## src/rtl/shiftreg_in_if.sv

```systemverilog
// shiftreg_in_if: host/serial-side signal bundle of the SPI bridge receive
// shift register.
//   read_rq    host -> rx : level request to receive one byte (rising edge)
//   data_rq    host -> rx : acknowledge of the presented byte
//   serclk     ext  -> rx : slow serial bit clock, asynchronous to clk
//   ser_in     ext  -> rx : serial data, valid on the rising edge of serclk
//   data       rx -> host : last completed byte
//   data_ready rx -> host : completed, unacknowledged byte on data
//   busy       rx -> host : reception in progress
// master = host/driver side, slave = receiver side.
`timescale 1ns/1ps
interface shiftreg_in_if #(
    parameter int WIDTH = 8
);
    logic             read_rq;
    logic             data_rq;
    logic             serclk;
    logic             ser_in;
    logic [WIDTH-1:0] data;
    logic             data_ready;
    logic             busy;

    modport master (
        output read_rq, data_rq, serclk, ser_in,
        input  data, data_ready, busy
    );

    modport slave (
        input  read_rq, data_rq, serclk, ser_in,
        output data, data_ready, busy
    );
endinterface

```

## src/rtl/shiftreg_in.sv

```systemverilog
// shiftreg_in: serial-to-parallel receive shift register.
// A rising edge on read_rq arms the capture of WIDTH bits of ser_in, taken
// MSB first on rising edges of serclk. serclk and ser_in are brought into the
// clk domain through equal-length synchronisers, so the data sample stays
// aligned with the detected clock edge. The completed byte is held on data
// with data_ready until the host acknowledges it with data_rq.
// Ports:
//   clk    : system clock, all state changes on its rising edge
//   reset  : synchronous, active-low reset
//   bus    : shiftreg_in_if slave modport (read_rq, data_rq, serclk, ser_in,
//            data, data_ready, busy); interface WIDTH must match WIDTH here
`timescale 1ns/1ps
module shiftreg_in #(
    parameter int WIDTH       = 8,
    parameter int SYNC_STAGES = 2
) (
    input  logic         clk,
    input  logic         reset,
    shiftreg_in_if.slave bus
);

    localparam int             CNT_W    = $clog2(WIDTH + 1);
    localparam logic [CNT_W-1:0] LAST_CNT = CNT_W'(WIDTH - 1);

    typedef enum logic [1:0] {
        ST_IDLE  = 2'd0,
        ST_SHIFT = 2'd1,
        ST_READY = 2'd2
    } state_t;

    logic [SYNC_STAGES-1:0] serclk_sync_r;
    logic [SYNC_STAGES-1:0] ser_in_sync_r;
    logic                   serclk_prev_r;
    logic                   read_rq_r;
    logic                   read_rq_prev_r;

    state_t                 state_r;
    logic [CNT_W-1:0]       cnt_r;
    logic [WIDTH-1:0]       shift_r;
    logic [WIDTH-1:0]       data_r;
    logic                   data_ready_r;
    logic                   busy_r;

    logic                   rise_s;
    logic                   start_s;
    logic [WIDTH-1:0]       next_shift_s;

    // Both synchronisers have the same depth, so the ser_in sample seen with
    // a detected serclk rise is the one taken alongside that rise.
    assign rise_s       = serclk_sync_r[SYNC_STAGES-1] & ~serclk_prev_r;
    assign start_s      = read_rq_r & ~read_rq_prev_r;
    assign next_shift_s = {shift_r[WIDTH-2:0], ser_in_sync_r[SYNC_STAGES-1]};

    assign bus.data       = data_r;
    assign bus.data_ready = data_ready_r;
    assign bus.busy       = busy_r;

    // Input synchronisers and edge-detect history for serclk and read_rq.
    always_ff @(posedge clk) begin
        if (!reset) begin
            serclk_sync_r  <= {SYNC_STAGES{1'b0}};
            ser_in_sync_r  <= {SYNC_STAGES{1'b0}};
            serclk_prev_r  <= 1'b0;
            read_rq_r      <= 1'b0;
            read_rq_prev_r <= 1'b0;
        end else begin
            serclk_sync_r  <= {serclk_sync_r[SYNC_STAGES-2:0], bus.serclk};
            ser_in_sync_r  <= {ser_in_sync_r[SYNC_STAGES-2:0], bus.ser_in};
            serclk_prev_r  <= serclk_sync_r[SYNC_STAGES-1];
            read_rq_r      <= bus.read_rq;
            read_rq_prev_r <= read_rq_r;
        end
    end

    // Receive state machine with registered data/data_ready/busy outputs.
    always_ff @(posedge clk) begin
        if (!reset) begin
            state_r      <= ST_IDLE;
            cnt_r        <= {CNT_W{1'b0}};
            shift_r      <= {WIDTH{1'b0}};
            data_r       <= {WIDTH{1'b0}};
            data_ready_r <= 1'b0;
            busy_r       <= 1'b0;
        end else begin
            case (state_r)
                ST_IDLE: begin
                    busy_r <= 1'b0;
                    if (start_s) begin
                        state_r      <= ST_SHIFT;
                        busy_r       <= 1'b1;
                        cnt_r        <= {CNT_W{1'b0}};
                        shift_r      <= {WIDTH{1'b0}};
                        data_ready_r <= 1'b0;
                    end
                end
                ST_SHIFT: begin
                    // read_rq and data_rq are deliberately not looked at here.
                    if (rise_s) begin
                        shift_r <= next_shift_s;
                        if (cnt_r == LAST_CNT) begin
                            data_r       <= next_shift_s;
                            data_ready_r <= 1'b1;
                            busy_r       <= 1'b0;
                            cnt_r        <= {CNT_W{1'b0}};
                            state_r      <= ST_READY;
                        end else begin
                            cnt_r <= cnt_r + {{(CNT_W-1){1'b0}}, 1'b1};
                        end
                    end
                end
                ST_READY: begin
                    // A new request takes priority over the acknowledge.
                    if (start_s) begin
                        state_r      <= ST_SHIFT;
                        busy_r       <= 1'b1;
                        cnt_r        <= {CNT_W{1'b0}};
                        shift_r      <= {WIDTH{1'b0}};
                        data_ready_r <= 1'b0;
                    end else if (bus.data_rq) begin
                        data_ready_r <= 1'b0;
                        state_r      <= ST_IDLE;
                    end
                end
                default: begin
                    state_r      <= ST_IDLE;
                    busy_r       <= 1'b0;
                    data_ready_r <= 1'b0;
                    cnt_r        <= {CNT_W{1'b0}};
                end
            endcase
        end
    end

endmodule

```

## src/flat_wrapper.sv

```systemverilog
// flat-port wrapper written by rule: the top's interface ports become plain ports
module shiftreg_in_flat 
#(
    parameter int WIDTH       = 8,
    parameter int SYNC_STAGES = 2
)
  (clk, reset, bus_read_rq, bus_data_rq, bus_serclk, bus_ser_in, bus_data, bus_data_ready, bus_busy);
  shiftreg_in_if #(.WIDTH(WIDTH)) bus_i ();
  input  logic clk;
  input  logic reset;
  input wire logic [$bits(bus_i.read_rq)-1:0] bus_read_rq;
  input wire logic [$bits(bus_i.data_rq)-1:0] bus_data_rq;
  input wire logic [$bits(bus_i.serclk)-1:0] bus_serclk;
  input wire logic [$bits(bus_i.ser_in)-1:0] bus_ser_in;
  output wire logic [$bits(bus_i.data)-1:0] bus_data;
  output wire logic [$bits(bus_i.data_ready)-1:0] bus_data_ready;
  output wire logic [$bits(bus_i.busy)-1:0] bus_busy;
  assign bus_i.read_rq = bus_read_rq;
  assign bus_i.data_rq = bus_data_rq;
  assign bus_i.serclk = bus_serclk;
  assign bus_i.ser_in = bus_ser_in;
  assign bus_data = bus_i.data;
  assign bus_data_ready = bus_i.data_ready;
  assign bus_busy = bus_i.busy;
  shiftreg_in #(.WIDTH(WIDTH), .SYNC_STAGES(SYNC_STAGES)) u_core (.clk(clk), .reset(reset), .bus(bus_i));
endmodule
```

## config.mk

```make
export PLATFORM = sky130hd
export DESIGN_NAME = shiftreg_in_flat
export DESIGN_NICKNAME = d
export VERILOG_FILES = /design/src/rtl/shiftreg_in_if.sv /design/src/rtl/shiftreg_in.sv /design/src/flat_wrapper.sv
export SDC_FILE = /design/constraint.sdc
export NUM_CORES = 1
export LEC_CHECK = 0
export BUFFER_PORTS_ARGS = -buffer_cell sky130_fd_sc_hd__buf_2
export CAP_MARGIN = 20
export CORE_MARGIN = 2
export CORE_UTILIZATION = 45
export CTS_CLUSTER_SIZE = 8
export DETAILED_ROUTE_END_ITERATION = 12
export GPL_ROUTABILITY_DRIVEN = 0
export HOLD_SLACK_MARGIN = 0.08
export PLACE_DENSITY = 0.67
export SYNTH_ARGS = -nofsm -noshare
export SYNTH_HDL_FRONTEND = slang
export SYNTH_SLANG_ARGS = --single-unit
```

## constraint.sdc

```tcl
create_clock -name clk -period 2.3 [get_ports clk]
set_clock_uncertainty 0.2 [all_clocks]
set_input_delay 0.575 -clock clk [delete_from_list [all_inputs] [get_ports clk]]
set_output_delay 0.575 -clock clk [all_outputs]
set_load 0.01 [all_outputs]
```

**Word-level counts from Yosys, hierarchy flattened**

Cells that the tools add are included.

- $add $sub $neg: 1
- Equality and inequality tests: 9
- Mux-type cells: 24
- Bitwise logic cells: 4
- Reductions and logical operators: 8

Operators with widths:

| kind | number |
|---|---|
| $mux W7 | 2 |
| $pmux W7 S2 | 1 |
| $mux W4 | 3 |
| $mux W2 | 5 |
| $ne A2 B1 Y1 const B | 5 |
| $mux W1 | 9 |
| $reduce_and A3 Y1 | 3 |
| $pmux W4 S2 | 1 |
| $pmux W1 S3 | 2 |
| $pmux W2 S3 | 1 |
| $add A4 B1 Y4 const B | 1 |
| $eq A4 B3 Y1 const B | 1 |
| $reduce_and A4 Y1 | 1 |
| $ne A3 B2 Y1 const B | 1 |
| $and A1 B1 Y1 | 2 |
| $eq A2 B1 Y1 const B | 1 |
| $eq A2 B2 Y1 const B | 1 |
| $logic_not A2 Y1 | 1 |
| $not A1 Y1 | 2 |
| $reduce_and A2 Y1 | 1 |
| $reduce_bool A2 Y1 | 1 |
| $reduce_or A2 Y1 | 1 |

- Register bits: 30
- Bits of input ports: 6
- Output and inout port bits: 10
- Word-level logic and storage cells: 57

**Depth between registers and ports, before layout**

- Depth after elaboration: 4
- Depth in mapped cells: 6
- Gate-level depth less buffers: 5

**Worst setup path before layout**

Ideal clock, no wire load.

- Kind: flip-flop to flip-flop
- Start point: register u_core.cnt_r[0]
- End point: register u_core.data_ready_r (netlist: u_core.bus.data_ready)
- Setup time: 0.119 ns
- Data arrival time: 1.224 ns
- Required time: 1.981 ns
- Path slack: 0.757 ns
- Cell stages (with the launch flop): 6
- Path buffers: 1
- Period minus slack after synthesis: 1.543 ns
- Path through: dfxtp_1 -> ha_1 -> and3b_1 -> and2_1 -> buf_6 -> o221a_2

- Word-level cells in the longest chain between the ends: 3

Ends and longest elaborated chain:

| what | line | RTL |
|---|---|---|
| start: declaration | shiftreg_in.sv:38 | `logic [CNT_W-1:0] cnt_r;` |
| start signal: assignment | shiftreg_in.sv:79 | `cnt_r <= {CNT_W{1'b0}};` |
| start signal: assignment | shiftreg_in.sv:91 | `cnt_r <= {CNT_W{1'b0}};` |
| start signal: assignment | shiftreg_in.sv:104 | `cnt_r <= {CNT_W{1'b0}};` |
| $eq A4 B3 Y1 | shiftreg_in.sv:100 | `if (cnt_r == LAST_CNT) begin` |
| $ne A2 B1 Y1 (no line) | - |  |
| $reduce_and A4 Y1 (no line) | - |  |
| end signal: assignment | shiftreg_in.sv:102 | `data_ready_r <= 1'b1;` |
| end signal: assignment | shiftreg_in.sv:118 | `data_ready_r <= 1'b0;` |
| end signal: assignment | shiftreg_in.sv:120 | `data_ready_r <= 1'b0;` |
| end: declaration | shiftreg_in.sv:41 | `logic data_ready_r;` |

Every way passes these cells.
A chain may end at the register's enable or synchronous reset.

**Worst setup path in the final report**

- Start point: register u_core.cnt_r[0]
- End point: register u_core.data_r[0] (netlist: u_core.bus.data[0])

- Word-level cells in the longest chain between the ends: 2

Ends and longest elaborated chain:

| what | line | RTL |
|---|---|---|
| $eq A4 B3 Y1 | shiftreg_in.sv:100 |  |
| $reduce_and A3 Y1 (no line) | - |  |
| end signal: assignment | shiftreg_in.sv:81 | `data_r <= {WIDTH{1'b0}};` |
| end signal: assignment | shiftreg_in.sv:101 | `data_r <= next_shift_s;` |
| end: declaration | shiftreg_in.sv:40 | `logic [WIDTH-1:0] data_r;` |

Every way passes these cells.

==> impl_metrics.env <==
export IMPL_wl_per_cell_um=12.4
export IMPL_coreArea_sq_mm=0.00221
export IMPL_crit_arrival_ps=1940
export IMPL_tightest_slew_ps=567
export IMPL_synth_seq_area_share_pct=55.0
export IMPL_place_area_sq_mm=0.00115
export IMPL_hold_start="u_core.serclk_sync_r[0]$_SDFF_PN0_"
export IMPL_portBuffers=15
export IMPL_finalSetupTns_ps=0
export IMPL_grt_setup_unrepaired="false"
export IMPL_die_area_sq_mm=0.00275
export IMPL_hold_end="u_core.serclk_sync_r[1]$_SDFF_PN0_"
export IMPL_status="complete, no violations"
export IMPL_path_class="register to register"
export IMPL_slew_viol_final=0
export IMPL_crit_required_ps=2290
export IMPL_hold_depth=1
export IMPL_grt_usage_pct=17.1
export IMPL_antenna_found_initial=0
export IMPL_die_y_um=52.4
export IMPL_initialDrtViolationCount=12
export IMPL_netlist_area_leader_share_pct=55.0
export IMPL_yosysTopAreaCell="dfxtp_1"
export IMPL_min_delay_path_class="register to register"
export IMPL_drive_above_1_share_pct=19.8
export IMPL_pin_count=16
export IMPL_power_leakage_uw=0.000505
export IMPL_max_slew_margin_rel_pct=62.1
export IMPL_path_clk_slew_ps=90
export IMPL_dieWidth_um=52.4
export IMPL_worstReg2RegStart="u_core.cnt_r[0]$_SDFFE_PN0P_"
export IMPL_grt_max_degree=21
export IMPL_syn_area_sq_mm=0.00106
export IMPL_end_kind="register"
export IMPL_post_cts_repair_setup_buffers=0
export IMPL_initial_core_util_pct=47.7
export IMPL_vias_per_cell=5.06
export IMPL_fillCellCount=219
export IMPL_synthDistinctLibCells=24
export IMPL_route_detailed_drc=0
export IMPL_yosysWarnings=0
export IMPL_multi_input_area_sq_um=445
export IMPL_setup_viol=0
export IMPL_area_growth_pct=15.3
export IMPL_r2r_cells=5
export IMPL_path_max_fanout=9
export IMPL_synth_nets=113
export IMPL_cts_buffers=5
export IMPL_max_freq_mhz=512
export IMPL_overflow=0
export IMPL_h_tree_depth=2
export IMPL_ff2ff_setup_slack_ps=350
export IMPL_firstDrtPassIters=4
export IMPL_avgSynthCellArea_sq_um=9.96
export IMPL_final_cell_area_sq_mm=0.00122
export IMPL_clock_path_buffers=2
export IMPL_cts_resized=0
export IMPL_clock_sinks=29
export IMPL_final_seq_area_sq_um=581
export IMPL_min_period_ps=1950
export IMPL_n_antenna_cell=0
export IMPL_finalCritPeriodShare_pct=84.9
export IMPL_grt_pass1_wl_um=3260
export IMPL_timing_hold_violations_final=0
export IMPL_insertion_delay_ps=320
export IMPL_drt_total_wl_um=1910
export IMPL_grt_pass1_vias=735
export IMPL_drv_cap=0
export IMPL_nets=132
export IMPL_cts_root_buf="clkbuf_4"
export IMPL_cts_tree="built"
export IMPL_vdd_drop_max_uv=511
export IMPL_cts_hold_fix_buffers=0
export IMPL_dr_total_vias=779
export IMPL_core_rowCount=17
export IMPL_ys_top_cells_by_area="dfxtp_1 55%, nor2_1 8.2%, mux2i_1 7.6%, a22oi_1 5.7%, and2_1 4.7%"
export IMPL_dp_hpwl_um=1270
export IMPL_timing_rr_end="u_core.bus.data[0]$_SDFFE_PN0P_"
export IMPL_ant_nets=0
export IMPL_startpoint_type="register"
export IMPL_syn_inst=106
export IMPL_powerDensity_mw_per_mm2=741
export IMPL_ys_seq_elements=29
==> where the power goes <==
group          internal [uW]  leakage, uW  total (uW)  switching (uW)
clock network            177    0.0000413         344             167
logic                   16.5     0.000228        41.4            24.9
registers                510     0.000235         517            6.21
total                    704     0.000505         902             198
==> synthesized netlist by cell type <==
library cell,instances
or3_1,1
o21ai_0,2
inv_1,1
ha_1,1
a21oi_1,6
nand2_1,1
nor2_1,23
clkbuf_1,2
o22ai_1,1
a311oi_1,1
buf_6,1
nor2b_1,2
dfxtp_1,29
nor3b_1,2
o221a_2,1
a21o_1,1
and3b_1,1
a22oi_1,8
buf_4,1
mux2i_1,8
nand2b_1,3
and4bb_1,1
nand3_1,1
and2_1,8
==> metrics by stage <==
step                hold WS (ps)  power [uW]  utilization [%]  setup slack [ps]  cells
floorplan                    212         556                -               757    106
global placement             214         569             51.9               477    146
detailed placement           218         570             51.9               383    146
CTS                          241         914             55.0               367    154
global route                 235         945             55.0               166    154
finish                       238         902             55.0               347    154
==> cell type report <==
cell class / instances / share of cell area [%]
Multi-Input combinational cell: 72 / 36.6
Tap cell: 28 / 2.88
Sequential cell: 29 / 47.7
Inverter: 1 / 0.308
Clock buffer: 7 / 5.34
Timing Repair Buffer: 16 / 6.78
Clock inverter: 1 / 0.411
==> cells in the final DEF, fill, tap and decap left out, drive strengths merged, types with 2 or more instances in the layout <==
master,instances
nor3b,2
nor2,23
dfxtp,29
clkbuf,7
and2,8
o21ai,2
buf,16
a21oi,6
nor2b,2
nand2b,3
mux2i,8
a22oi,8
==> layer usage <==
metal / global-route usage, % / wire length [um] / vias up
li1: - / - / 403
met1: 20.4 / 903 / 353
met2: 25.6 / 892 / 16
met3: 6.00 / 66 / 7
met4: 11.5 / 50 / 0
met5: 0 / 0 / -
==> logic make-up (layout without fill, tap and decap cells) <==
family / after synthesis / after routing / synth area share [%]
buffers and inverters: 5 / 25 / 2.84
AO/OA/AOI/OAI: 20 / 20 / 12.7
multiplexers: 8 / 8 / 7.58
flip-flops: 29 / 29 / 55.0
adder cells (fa/ha/maj): 1 / 1 / 1.18
AND/OR/NAND/NOR: 43 / 43 / 20.7
==> registers in the layout, summed over array words and instances (netlist names) <==
register and flops:
u_core.bus.data 8, u_core.shift_r 7, u_core.cnt_r 4, u_core.ser_in_sync_r 2, u_core.serclk_sync_r 2, u_core.bus.busy 1
u_core.bus.data_ready 1, u_core.read_rq_prev_r 1, u_core.read_rq_r 1, u_core.serclk_prev_r 1, u_core.state_r 1
==> how the worst max path moves through the flow <==
stage | startpoint | slack, ps | end
floorplan | u_core.cnt_r[0]$_SDFFE_PN0P_ | 760 | u_core.bus.data_ready$_SDFFE_PN0P_
global placement | u_core.cnt_r[0]$_SDFFE_PN0P_ | 480 | u_core.bus.data[0]$_SDFFE_PN0P_
detailed placement | u_core.cnt_r[0]$_SDFFE_PN0P_ | 380 | u_core.bus.data[6]$_SDFFE_PN0P_
CTS | u_core.cnt_r[0]$_SDFFE_PN0P_ | 370 | u_core.bus.data[0]$_SDFFE_PN0P_
global route | u_core.cnt_r[0]$_SDFFE_PN0P_ | 170 | u_core.bus.data[7]$_SDFFE_PN0P_
finish | u_core.cnt_r[0]$_SDFFE_PN0P_ | 350 | u_core.bus.data[0]$_SDFFE_PN0P_
==> critical path, stage by stage, from the launching register on <==
cell and delay, ps:
dfxtp_1 400, ha_1 210, and3b_1 220, and2_1 490
mux2i_1 250, nor2_1 50
No activity file was read; power rests on OpenSTA's default activity.
